`src/rtl/fifo_drain_ctrl.sv`:
```
// Read-side master for a fixed-latency FIFO: issues credit-limited pops, tracks
// pops in flight and buffers returned words for a valid/ready consumer.
module fifo_drain_ctrl #(
    parameter int unsigned DATA_WIDTH   = 8,
    parameter int unsigned READ_LATENCY = 4,
    parameter int unsigned BUF_DEPTH    = 8
) (
    input  logic                         clock,
    input  logic                         reset,
    input  logic                         enable,
    input  logic                         fifo_empty,
    output logic                         fifo_pop,
    input  logic [DATA_WIDTH-1:0]        fifo_data,
    input  logic                         fifo_read_en,
    output logic                         m_valid,
    input  logic                         m_ready,
    output logic [DATA_WIDTH-1:0]        m_data,
    output logic                         busy,
    output logic [$clog2(BUF_DEPTH):0]   in_flight,
    output logic                         err_unexp
);

    localparam int unsigned PW = $clog2(BUF_DEPTH);
    localparam int unsigned CW = PW + 1;
    localparam int unsigned SW = CW + 1;
    localparam bit CFG_OK = (READ_LATENCY >= 1) && (BUF_DEPTH >= READ_LATENCY + 1)
                            && ((1 << PW) == BUF_DEPTH);

    if (!CFG_OK) begin : g_bad_cfg
        $error("fifo_drain_ctrl: BUF_DEPTH must be a power of 2 and >= READ_LATENCY+1");
    end

    typedef enum logic [1:0] {
        IDLE = 2'd0,
        RUN  = 2'd1,
        STOP = 2'd2
    } state_t;

    state_t                state;
    state_t                state_nxt;
    logic [DATA_WIDTH-1:0] mem [BUF_DEPTH];
    logic [PW-1:0]         wr_ptr;
    logic [PW-1:0]         rd_ptr;
    logic [CW-1:0]         buf_count;
    logic [CW-1:0]         in_flight_nxt;
    logic [SW-1:0]         credit_used;
    logic                  pop_out;
    logic                  unexp;
    logic                  capture;

    assign m_valid  = (buf_count != '0);
    assign m_data   = mem[rd_ptr];
    assign busy     = (state != IDLE);
    assign pop_out  = m_valid && m_ready;

    // A return with nothing outstanding is spurious: flag it and drop the data.
    assign unexp    = fifo_read_en && (in_flight == '0);
    assign capture  = fifo_read_en && !unexp;

    // Credits cover both outstanding pops and buffered words; the word leaving now is free.
    assign credit_used   = SW'(in_flight) + SW'(buf_count) - SW'(pop_out);
    assign fifo_pop      = (state == RUN) && !fifo_empty && (credit_used < SW'(BUF_DEPTH));
    assign in_flight_nxt = in_flight + CW'(fifo_pop) - CW'(capture);

    // Next-state logic; STOP leaves once the post-update in-flight count is zero.
    always_comb begin
        state_nxt = state;
        unique case (state)
            IDLE: if (enable) state_nxt = RUN;
            RUN:  if (!enable) state_nxt = STOP;
            STOP: begin
                if (enable)                   state_nxt = RUN;
                else if (in_flight_nxt == '0) state_nxt = IDLE;
            end
            default: state_nxt = IDLE;
        endcase
    end

    always_ff @(posedge clock or negedge reset) begin
        if (!reset) begin
            state     <= IDLE;
            in_flight <= '0;
            err_unexp <= 1'b0;
            wr_ptr    <= '0;
            rd_ptr    <= '0;
            buf_count <= '0;
            for (int unsigned i = 0; i < BUF_DEPTH; i++) begin
                mem[i] <= '0;
            end
        end else begin
            state     <= state_nxt;
            in_flight <= in_flight_nxt;
            buf_count <= buf_count + CW'(capture) - CW'(pop_out);
            if (unexp) begin
                err_unexp <= 1'b1;
            end
            if (capture) begin
                mem[wr_ptr] <= fifo_data;
                wr_ptr      <= wr_ptr + PW'(1);
            end
            if (pop_out) begin
                rd_ptr <= rd_ptr + PW'(1);
            end
        end
    end

endmodule

```
`config.mk`:
```
export PLATFORM = sky130hd
export DESIGN_NAME = fifo_drain_ctrl
export DESIGN_NICKNAME = d
export VERILOG_FILES = /design/src/rtl/fifo_drain_ctrl.sv
export SDC_FILE = /design/constraint.sdc
export NUM_CORES = 1
export LEC_CHECK = 0
export ABC_AREA = 1
export CORE_MARGIN = 10
export CORE_UTILIZATION = 30
export DETAILED_ROUTE_END_ITERATION = 16
export PLACE_DENSITY = 0.6
export SETUP_SLACK_MARGIN = 0.05
export SYNTH_ARGS = -nofsm -noshare
export SYNTH_HDL_FRONTEND = slang
export SYNTH_SLANG_ARGS = --single-unit
```
`constraint.sdc`:
```
create_clock -name clock -period 2.87 [get_ports clock]
set_clock_uncertainty 0.15 [all_clocks]
set_input_delay 0.861 -clock clock [delete_from_list [all_inputs] [get_ports clock]]
set_output_delay 0.861 -clock clock [all_outputs]
set_load 0.1 [all_outputs]
```
# [Yosys cells after proc, flatten, opt, wreduce, memory -nomap -nowiden]
# Cells that the tools add are included.
[totals] reg_bits=81
[classes] addsub=8 bitwise_logic=2 n_mux=11 magnitude_cmp=4 n_reduce_logical=14 n_eq_ne=5
[ops] cell="$bwmux 64" count=1
[ops] cell="$bmux 8 s3" count=1
[ops] cell="$demux 8 s3" count=1
[ops] cell="$mux 8" count=3
[ops] cell="$add 4x1->4" count=2
[ops] cell="$ge 4x4->1 const B" count=2
[ops] cell="$logic_not 4->1" count=2
[ops] cell="$mux 2" count=4
[ops] cell="$not 3->4" count=2
[ops] cell="$sub 4x1->4" count=2
[ops] cell="$add 3x1->3 const B" count=2
[ops] cell="$logic_and 1x1->1" count=6
[ops] cell="$pmux 2 s3" count=1
[ops] cell="$add 4x4->5" count=1
[ops] cell="$lt 5x4->1 const B" count=1
[ops] cell="$sub 5x1->5" count=1
[ops] cell="$lt 4x1->1 const B" count=1
[ops] cell="$ne 2x2->1 const B" count=2
[ops] cell="$reduce_bool 4->1" count=1
[ops] cell="$ne 3x3->1 const B" count=1
[ops] cell="$reduce_and 3->1" count=1
[ops] cell="$eq 2x1->1 const B" count=1
[ops] cell="$eq 2x2->1 const B" count=1
[ops] cell="$logic_not 1->1" count=2
[ops] cell="other kinds (2)" count=2

# [Logic depth before layout (Yosys ltp)]
# Gate-level depths: netlist of the first run.
[depth] ltp_word=11 ltp_mapped=21

# [Worst setup path after synthesis of the first run]
# No wires, ideal clock.
[synth_timing] kind="register to register" startpoint="register buf_count[2]" endpoint="register state[1]" stages_incl_launch_ff=20 required_time_ns=2.607 setup_slack_ns=-2.252 t_arrival_ns=4.859 setup_ns=0.113 synth_period_minus_slack_ns=5.122 n_path_buf=0 path_cell_list="dfrtp_1 inv_1 ha_1 nand3_1 nand2_1 inv_1 ha_1 inv_1 ha_1 nand3_1 a21oi_1 nor2_1 ha_1 fa_1 inv_1 nand2_1 nor2_1 nand3_1 nand2_1 inv_1"
[synth_between] elab_chain_cells=10 word_cells_on_any_way=11 cone_classes="add/sub: 4; order compare: 1; eq/ne: 1; reduce/logical: 5"
[synth_lines] item="from (decl)" line_no="44" rtl="logic [CW-1:0] buf_count;"
[synth_lines] item="from (signal assigned)" line_no="93" rtl="buf_count <= buf_count + CW'(capture) - CW'(pop_out);"
[synth_lines] item="$reduce_bool 4->1" line_no="51" rtl="assign m_valid = (buf_count != '0);"
[synth_lines] item="via m_valid" line_no="15" rtl="output logic m_valid,"
[synth_lines] item="$logic_and 1x1->1" line_no="54" rtl="assign pop_out = m_valid && m_ready;"
[synth_lines] item="via pop_out" line_no="47" rtl="logic pop_out;"
[synth_lines] item="$sub 5x1->5" line_no="61" rtl="assign credit_used = SW'(in_flight) + SW'(buf_count) - SW'(pop_out);"
[synth_lines] item="$lt 5x4->1" line_no="62" rtl="assign fifo_pop = (state == RUN) && !fifo_empty && (credit_used < SW'(BUF_DEPTH));"
[synth_lines] item="$logic_and 1x1->1" line_no="62"
[synth_lines] item="via fifo_pop" line_no="12" rtl="output logic fifo_pop,"
[synth_lines] item="$add 4x1->4" line_no="63" rtl="assign in_flight_nxt = in_flight + CW'(fifo_pop) - CW'(capture);"
[synth_lines] item="$sub 4x1->4" line_no="63"
[synth_lines] item="via in_flight_nxt[1]" line_no="45" rtl="logic [CW-1:0] in_flight_nxt;"
[synth_lines] item="$logic_not 4->1" line_no="73" rtl="else if (in_flight_nxt == '0) state_nxt = IDLE;"
[synth_lines] item="$ne 3x3->1 (no line)"
[synth_lines] item="$reduce_and 3->1 (no line)"
[synth_lines] item="to (signal assigned)" line_no="91" rtl="state <= state_nxt;"
[synth_lines] item="to (decl)" line_no="39" rtl="state_t state;"
# The timed path passes the listed nets, and every way through them passes these cells.
# A chain may end at the register's enable or synchronous reset.

# [Final worst setup path of the first run]
[layout_timing] startpoint="register in_flight[3]" endpoint="output fifo_pop"
[layout_between] elab_chain_cells=4
[layout_lines] item="from (decl)" line_no="19" rtl="output logic [$clog2(BUF_DEPTH):0] in_flight,"
[layout_lines] item="from (signal assigned)" line_no="92" rtl="in_flight <= in_flight_nxt;"
[layout_lines] item="$add 4x4->5" line_no="61"
[layout_lines] item="$sub 5x1->5" line_no="61"
[layout_lines] item="$lt 5x4->1" line_no="62"
[layout_lines] item="$logic_and 1x1->1" line_no="62"
[layout_lines] item="to (decl)" line_no="12"
# No other way between the ends.

==> results of run 1 <==
## layer usage
layer	track usage, %	wire (µm)
met1	15.2	5310
met2	19.4	5840
met3	2.70	567
met4	5.33	312
met5	0	0
## timing repair
item / in CTS / in global routing
cloned: 0 / 1
endpoints found under the setup margin: 6 / 68
resized for setup: 20 / 56
setup buffers: 6 / 3
endpoints found under the hold margin: 0 / 0
pin swaps: 6 / 16
## path summary, 6_finish.rpt
check                        startpoint  endpoint  slack (ps)
setup / recovery           in_flight[3]  fifo_pop        -220
hold / removal                    reset   mem[48]         280
setup reg to reg           in_flight[3]  state[1]         -90
hold reg to reg                 mem[50]   mem[50]         320
max in group asynchronous         reset    mem[2]        1650
min in group clock              mem[50]   mem[50]         320
## worst max-delay path, cell delays in order (launching register included)
cell and delay (ps):
dfrtp_4 420, inv_4 40, ha_4 260, inv_4 30
ha_4 270, nor2_4 30, nand2_1 70, nand3_2 70
nor2_2 100, nand2_2 80, nor2_4 160, buf_12 190
## cell type report
type | instances | area [µm²]
clock inverters | 6 | 114
repair buffers | 53 | 588
flip-flops and latches | 81 | 2040
multi-input cells | 420 | 2310
fillers | 1452 | 8780
inverters | 41 | 171
well taps | 184 | 230
clock buffers | 10 | 239
## layout by cell type (no fill, tap or decap), types with 11 or more instances in the layout
cell type and count:
dfrtp_1 77, nand2_2 17, inv_1 25, nand3_1 68, o21ai_0 17, o21ai_1 17, buf_4 26, clkdlybuf4s50_1 11
nor2_4 16, nor2_1 64, nand2_1 175
## sequential cells by signal, summed over array words and instances (netlist names)
register and cells:
in_flight 4, err_unexp 1, rd_ptr 3, mem 64
state 2, wr_ptr 3, buf_count 4
## through the flow
step / TNS, ps / std cells
after global placement: -2040 / 769
after global routing: -705 / 795
after detailed placement: -2330 / 769
after CTS: -286 / 791
final: -318 / 795
after floorplan: -1100 / 570
## cells by family (layout without fill, tap and decap cells)
| family | Yosys count | in the layout | share of synthesized area (%) |
|---|---|---|---|
| and+or+nand+nor | 353 | 353 | 34.3 |
| buffers and inverters | 69 | 110 | 7.76 |
| AOI/OAI and AO/OA | 40 | 40 | 4.64 |
| adders and majority gates | 21 | 21 | 6.28 |
| xor gates and xnor gates | 6 | 6 | 1.19 |
| DFF | 81 | 81 | 45.9 |
==> reports/qor.csv, run 1 <==
stage,metric,value,unit
floorplan,Chip Width,141,µm
routing,drt initial violations,357,
flow_run,max_cap viols,0,
setup_path,Worst setup EP type,output port,
clocking,Sink Count,81,
clocking,root buffer cell,clkbuf_16,
synthesis,top cell types by occurrence after synthesis,"nand2_1 (186), dfrtp_1 (81), nor2_1 (76)",
timing,worst slew pin tran,569,ps
routing,routed vias/inst,4.81,
timing,Slew Limit Headroom,61.9,%
synthesis,Synth Instances,570,
clocking,cts hold-fix bufs,0,
grt,largest net degree at the start of global routing,75,
grt,vias in the first global route,3860,
synthesis,Synthesized Nets,605,
placed_design,Place WS,-674,ps
routing,DRC,0,
synthesis,Syn. warnings,0,
finish,NumNets Final,641,
synthesis,post-synth design cell area,0.00442,mm²
grt,Total GRT Usage,12.1,%
timing,Final Hold Fails,0,
clocking,clock latency on the worst-skew pair,340,ps
floorplan,row count,44,
clocking,H-tree lvl count,3,
finish,design area,0.00569,mm²
placed_design,placer congestion estimate,0.839,
timing,Hold Slack,280,ps
floorplan,Starting Density,30.5,%
floorplan,Ports,30,
clocking,"Reg clk slew, reported paths",70,ps
grt,grt ovf,0,
setup_path,Critical Path Fanout Max,2,
status,failing checks,setup timing,
clocking,Inserted Clock Buffers,9,
routing,WL per Instance,15.1,µm
placed_design,port bufs,29,
synthesis,register bit total from synthesis,81,
timing,Final setup viols,3,
placed_design,placed inst area,0.00505,mm²
finish,share of cells above drive strength 1,22.3,%
synthesis,post-synth top area share,45.9,%
setup_path,Crit Path Category,reg2out,
routing,Pre-antenna DRT Iters,6,
finish,area delta synth->final,28.8,%
setup_path,Critical Path RT,1860,ps
grt,initial antenna violation count,0,
setup_path,worst reg2reg path depth,20,
setup_path,Worst Setup Start Kind,flop,
floorplan,Core ar.,0.0145,mm²
routing,routed wire length,12.0,mm
synthesis,register area share after synthesis,45.9,%
synthesis,Synth area leader,dfrtp_1,
routing,post-route ant nets,0,
routing,via count,3822,
timing,final setup margin,-215,ps
timing,crit share post-route,107,%
synthesis,"count leader, synth",nand2_1,
finish,fin util,39.3,%
timing,Slew Limit Fails,0,
timing,RSZ-0062 raised after global routing,true,
floorplan,die area,0.0200,mm²
min_path,HP Class,in2async,
synthesis,Post-synth EDFFs,0,
grt,first-pass GRT wire length,19.7,mm
clocking,Max Root-Sink Buffers,2,
synthesis,Netlist cell types,26,
timing,fmax,0.324,GHz
clocking,CTS tree,done,
synthesis,top post-synthesis cells by area,"dfrtp_1 (46%), nand2_1 (16%), nand3_1 (8.2%)",
synthesis,Syn Area/Cell,7.76,µm²
finish,Ant. Diodes,0,
placed_design,DP HPWL,8.21,mm
synthesis,Synth async-reset ratio,100,%
timing,Tmin final,3090,ps
synthesis,"Top FF cell, synth",dfrtp_1,
status,status,"complete, but fails checks",
setup_path,WP data arrival,2070,ps
floorplan,Die Span Y,141,µm
Power of run 1 is left out: the tool's default activity adds up to more than one toggle a clock period on the data nets, which glitch-free logic cannot reach.
==> inputs of run 2 (changes only) <==
--- a/config.mk
+++ b/config.mk
@@ -7,9 +7,9 @@
 export LEC_CHECK = 0
 export ABC_AREA = 1
 export CORE_MARGIN = 10
-export CORE_UTILIZATION = 30
+export CORE_UTILIZATION = 35
 export DETAILED_ROUTE_END_ITERATION = 16
-export PLACE_DENSITY = 0.6
+export PLACE_DENSITY = 0.66
 export SETUP_SLACK_MARGIN = 0.05
 export SYNTH_ARGS = -nofsm -noshare
 export SYNTH_HDL_FRONTEND = slang
==> run 2 against run 1 <==
  * Clock-buffer cell count is 1 lower
  * Non-clock buffer count is 3 lower
  * Register-to-register slack better by 90 ps
  * Via count is 2.7% lower
  * Worst setup slack better by 12 ps
  * Global-route usage is 0.33 points higher
  * Cell area is 3.7% lower
  * Wire length is 11% lower
  * Flip-flop and latch count stayed put
  * The run still ends with setup timing left
  * Critical path depth is 1 lower
==> reports/qor.csv, run 2 (synthesis results as in run 1) <==
stage,metric,value,unit
setup_path,Critical Path RT,1860,ps
flow_run,max_cap viols,0,
finish,most frequent cells in the layout,"nand2_1 (181), dfrtp_1 (77), nor2_1 (72), nand3_1 (68), o21ai_0 (31)",
setup_path,R2R Path End,state[1],
floorplan,Chip Width,132,µm
finish,area delta synth->final,24.0,%
routing,WL per Instance,13.8,µm
routing,post-route ant nets,0,
setup_path,Worst Setup Start Kind,flop,
grt,grt ovf,0,
clocking,H-tree lvl count,3,
grt,first-pass GRT wire length,18.2,mm
placed_design,DP HPWL,7.59,mm
routing,routed vias/inst,4.79,
routing,routed length on met2,5.40,mm
grt,initial antenna violation count,0,
floorplan,Core ar.,0.0122,mm²
finish,Ant. Diodes,0,
timing,final setup margin,-203,ps
status,status,"complete, but fails checks",
finish,NumNets Final,638,
status,failing checks,setup timing,
setup_path,Crit Path Category,reg2out,
timing,Tmin final,3070,ps
placed_design,port bufs,29,
clocking,clock latency on the worst-skew pair,340,ps
finish,multi-input logic area,0.00224,mm²
routing,routed wire length,10.7,mm
min_path,HP Class,in2async,
setup_path,Critical Path Fanout Max,2,
finish,share of cells above drive strength 1,18.9,%
routing,drt initial violations,304,
floorplan,die area,0.0175,mm²
timing,Slew Limit Fails,0,
routing,metal1 wirelength,4.77,mm
routing,WL met3,412,µm
setup_path,reg2reg setup slack,0,ps
routing,via count,3720,
clocking,cts hold-fix bufs,0,
grt,Total GRT Usage,12.4,%
clocking,CTS tree,done,
setup_path,Worst setup EP type,output port,
routing,DRC,0,
finish,Top reg by flops,mem,
clocking,"Reg clk slew, reported paths",60,ps
floorplan,Die Span Y,132,µm
timing,RSZ-0062 raised after global routing,true,
timing,Slew Limit Headroom,47.3,%
finish,Largest regs,"mem: 64 flops, buf_count: 4 flops, in_flight: 4 flops",
floorplan,Starting Density,36.2,%
placed_design,placer congestion estimate,0.801,
setup_path,crit-path cells,inv_4 > ha_4 > inv_2 > ha_4 > nor2_4 > o21bai_1 > nor2_2 > nand2_2 > nor2_4 > buf_12,
clocking,Max Root-Sink Buffers,2,
grt,vias in the first global route,3655,
grt,largest net degree at the start of global routing,75,
finish,Register Area,0.00204,mm²
setup_path,worst reg2reg path depth,21,
timing,crit share post-route,107,%
setup_path,Slowest cell on crit path,dfrtp_4,
clocking,Sink Count,81,
finish,max reg flops,64,
setup_path,max incr delay on CP,490,ps
routing,top routing layer used,met4,
clocking,root buffer cell,clkbuf_16,
finish,fin util,44.9,%
timing,fmax,0.325,GHz
timing,Final Hold Fails,0,
floorplan,Ports,30,
setup_path,WP data arrival,2060,ps
finish,"commonest non-fill, non-tap cell in the layout",nand2_1,
setup_path,Reg-to-Reg Start,buf_count[2],
clocking,Inserted Clock Buffers,9,
floorplan,row count,40,
routing,Pre-antenna DRT Iters,5,
timing,Final setup viols,1,
finish,Fill cells,1182,
timing,worst slew pin tran,791,ps
-- run 2: cell count changes in the layout (fill, tap and decap cells not counted), moves of 5 or more --
cell and change:
nand2_1 +6, nand2_2 -6, nor2_1 +8, nor2_4 -5, o21ai_0 +14, o21ai_1 -14
-- run 2: critical path: cells and delay by family (launching register included) --
| kind | cells | cell delay [ps] |
|---|---|---|
| flops | 1 | 490 |
| simple gates | 4 | 450 |
| fa+ha+maj | 2 | 390 |
| buf+inv | 3 | 310 |
| compound gates | 1 | 80 |
-- run 2: stage by stage --
| step | TNS (ps) | cells | hold WS [ps] | setup slack [ps] | cell area (µm²) |
|---|---|---|---|---|---|
| global route | -474 | 776 | 333 | -272 | 5480 |
| finish | -203 | 776 | 312 | -203 | 5480 |
| detailed placement | -2310 | 752 | 303 | -666 | 5040 |
| CTS | -237 | 774 | 319 | -203 | 5430 |
| floorplan | -1100 | 570 | 287 | -511 | 4540 |
| global placement | -1970 | 752 | 298 | -615 | 5040 |
-- run 2: cell type report --
type                       instances  area share [%]
multi-input combinational        420            40.9
clock buffer                       9            4.11
inverter                          41            3.08
tap                              168            3.83
clock inverter                     7           0.982
sequential                        81            37.2
timing repair buffer              50            9.86
-- run 2: worst max-delay path by stage --
stage / cells after the start / to / slack, ps / startpoint
floorplan: 20 / state[1] / -510 / buf_count[2]
global placement: 11 / fifo_pop / -620 / m_ready
detailed placement: 18 / state[1] / -670 / m_ready
CTS: 11 / fifo_pop / -200 / in_flight[3]
global route: 13 / fifo_pop / -270 / buf_count[3]
finish: 10 / fifo_pop / -200 / in_flight[3]
-- run 2: per-layer routing --
layer  vias to the layer above  global-route usage, %
li1                       1860                      -
met1                      1789                   15.5
met2                        61                   20.5
met3                        10                   2.36
met4                         0                   5.01
met5                         -                      0
-- run 2: repair_timing --
action	CTS	global route
hold endpoints to repair	0	0
setup buffers	6	2
pin swaps	8	6
gates resized for setup	21	12
setup endpoints to repair	12	10
Power of run 2 is left out for the same reason.
==> inputs of run 3 (changes only) <==
--- a/config.mk
+++ b/config.mk
@@ -7,9 +7,9 @@
 export LEC_CHECK = 0
 export ABC_AREA = 1
 export CORE_MARGIN = 10
-export CORE_UTILIZATION = 35
+export CORE_UTILIZATION = 40
 export DETAILED_ROUTE_END_ITERATION = 16
-export PLACE_DENSITY = 0.66
+export PLACE_DENSITY = 0.72
 export SETUP_SLACK_MARGIN = 0.05
 export SYNTH_ARGS = -nofsm -noshare
 export SYNTH_HDL_FRONTEND = slang
==> run 3 against run 2 <==
  * The flow still finishes with violations (setup timing)
  * Final cell count is 1.8% lower
  * Wire length increased by 14%
  * Worst setup slack lost 10 ps
  * Cell area rose by 5.7%
==> reports/qor.csv, run 3 (synthesis results as in run 1) <==
stage,metric,value,unit
min_path,HP Class,reg2reg,
floorplan,Ports,30,
routing,routed wire length,12.2,mm
finish,fin util,53.5,%
clocking,CTS tree,done,
floorplan,Starting Density,40.8,%
clocking,clock latency on the worst-skew pair,350,ps
placed_design,port bufs,29,
finish,area delta synth->final,31.1,%
timing,Tmin final,3080,ps
timing,Slew Limit Headroom,56.8,%
placed_design,DP HPWL,7.86,mm
floorplan,Core ar.,0.0108,mm²
timing,final setup margin,-213,ps
finish,Largest regs,"mem: 64 flops, buf_count: 4 flops, in_flight: 4 flops",
setup_path,Worst Setup Start Kind,flop,
setup_path,Worst setup EP type,output port,
timing,worst slew pin tran,648,ps
clocking,Max Root-Sink Buffers,2,
flow_run,max_cap viols,0,
routing,post-route ant nets,0,
placed_design,Place WS,-657,ps
setup_path,Critical Path RT,1860,ps
floorplan,die area,0.0157,mm²
timing,RSZ-0062 raised after global routing,true,
setup_path,Critical Path Fanout Max,2,
finish,max reg flops,64,
finish,Fill cells,959,
finish,NumNets Final,652,
timing,Final Hold Fails,0,
finish,Ant. Diodes,0,
floorplan,Die Span Y,125,µm
grt,first-pass GRT wire length,20.2,mm
timing,crit share post-route,107,%
clocking,Inserted Clock Buffers,9,
status,status,"complete, but fails checks",
setup_path,Crit Path Category,reg2out,
grt,Total GRT Usage,15.4,%
routing,drt initial violations,378,
clocking,cts hold-fix bufs,0,
finish,"commonest non-fill, non-tap cell in the layout",nand2_1,
finish,share of cells above drive strength 1,29.3,%
grt,largest net degree at the start of global routing,75,
timing,Final setup viols,3,
routing,Pre-antenna DRT Iters,5,
routing,routed vias/inst,5.15,
finish,most frequent cells in the layout,"nand2_1 (167), dfrtp_1 (77), nand3_1 (69), nor2_1 (66), buf_4 (32)",
clocking,Sink Count,81,
timing,Slew Limit Fails,0,
grt,initial antenna violation count,0,
timing,fmax,0.324,GHz
clocking,"Reg clk slew, reported paths",80,ps
floorplan,row count,38,
clocking,root buffer cell,clkbuf_8,
finish,Register Area,0.00204,mm²
finish,multi-input logic area,0.00248,mm²
timing,Setup TNS,-374,ps
clocking,H-tree lvl count,3,
status,failing checks,setup timing,
grt,vias in the first global route,3962,
routing,via count,3923,
routing,DRC,0,
setup_path,WP data arrival,2070,ps
finish,Top reg by flops,mem,
grt,grt ovf,0,
floorplan,Chip Width,125,µm
placed_design,placer congestion estimate,0.854,
routing,WL per Instance,16.0,µm
-- run 3: timing repair --
item / in CTS / in global routing
pin swaps: 15 / 42
gates resized for setup: 51 / 80
setup endpoints to repair: 11 / 75
buffers inserted: 17 / 5
cloned: 3 / 1
-- run 3: final cells by class --
class	count	share of cell area (%)
clock buffer	11	2.44
clock inverter	5	1.08
inverter	41	2.94
multi-input combinational	420	42.7
sequential	81	35.2
tap	140	3.02
timing repair buffer	64	12.6
-- run 3: metal layers --
metal,track usage (%),wire [µm],share of wire [%],vias up
li1,-,-,-,1890
met1,18.9,5060,41,1868
met2,26.1,6200,51,147
met4,5.89,165,1.4,0
met3,2.87,780,6.4,18
met5,0,0,0,-
-- run 3: critical path, stage by stage, from the launching register on --
cell     delay, ps
dfrtp_4        430
inv_4           40
ha_4           250
inv_2           40
ha_4           270
nor2_4          40
nand2_1         50
nand3_1         70
nor2_2         130
nand2_2         70
nor2_4         120
buf_12         190
-- run 3: final timing paths --
| kind | from | endpoint | slack, ps | depth (start not counted) |
|---|---|---|---|---|
| worst max-delay path | in_flight[3] | fifo_pop | -210 | 11 |
| worst min-delay path | mem[57] | mem[57] | 330 | 2 |
| worst max register to register | buf_count[2] | state[1] | -150 | 22 |
| max in group asynchronous | reset | mem[28] | 1570 | 2 |
| worst min register to register | mem[57] | mem[57] | 330 | 2 |
| min in group asynchronous | reset | mem[53] | 360 | 1 |
-- run 3: per-stage QoR --
stage / cells / area, µm² / hold WS [ps]
finish: 762 / 5800 / 329
global placement: 723 / 5010 / 298
CTS: 758 / 5520 / 324
detailed placement: 723 / 5010 / 303
global route: 762 / 5800 / 351
floorplan: 570 / 4540 / 287
Power of run 3 is left out for the same reason.
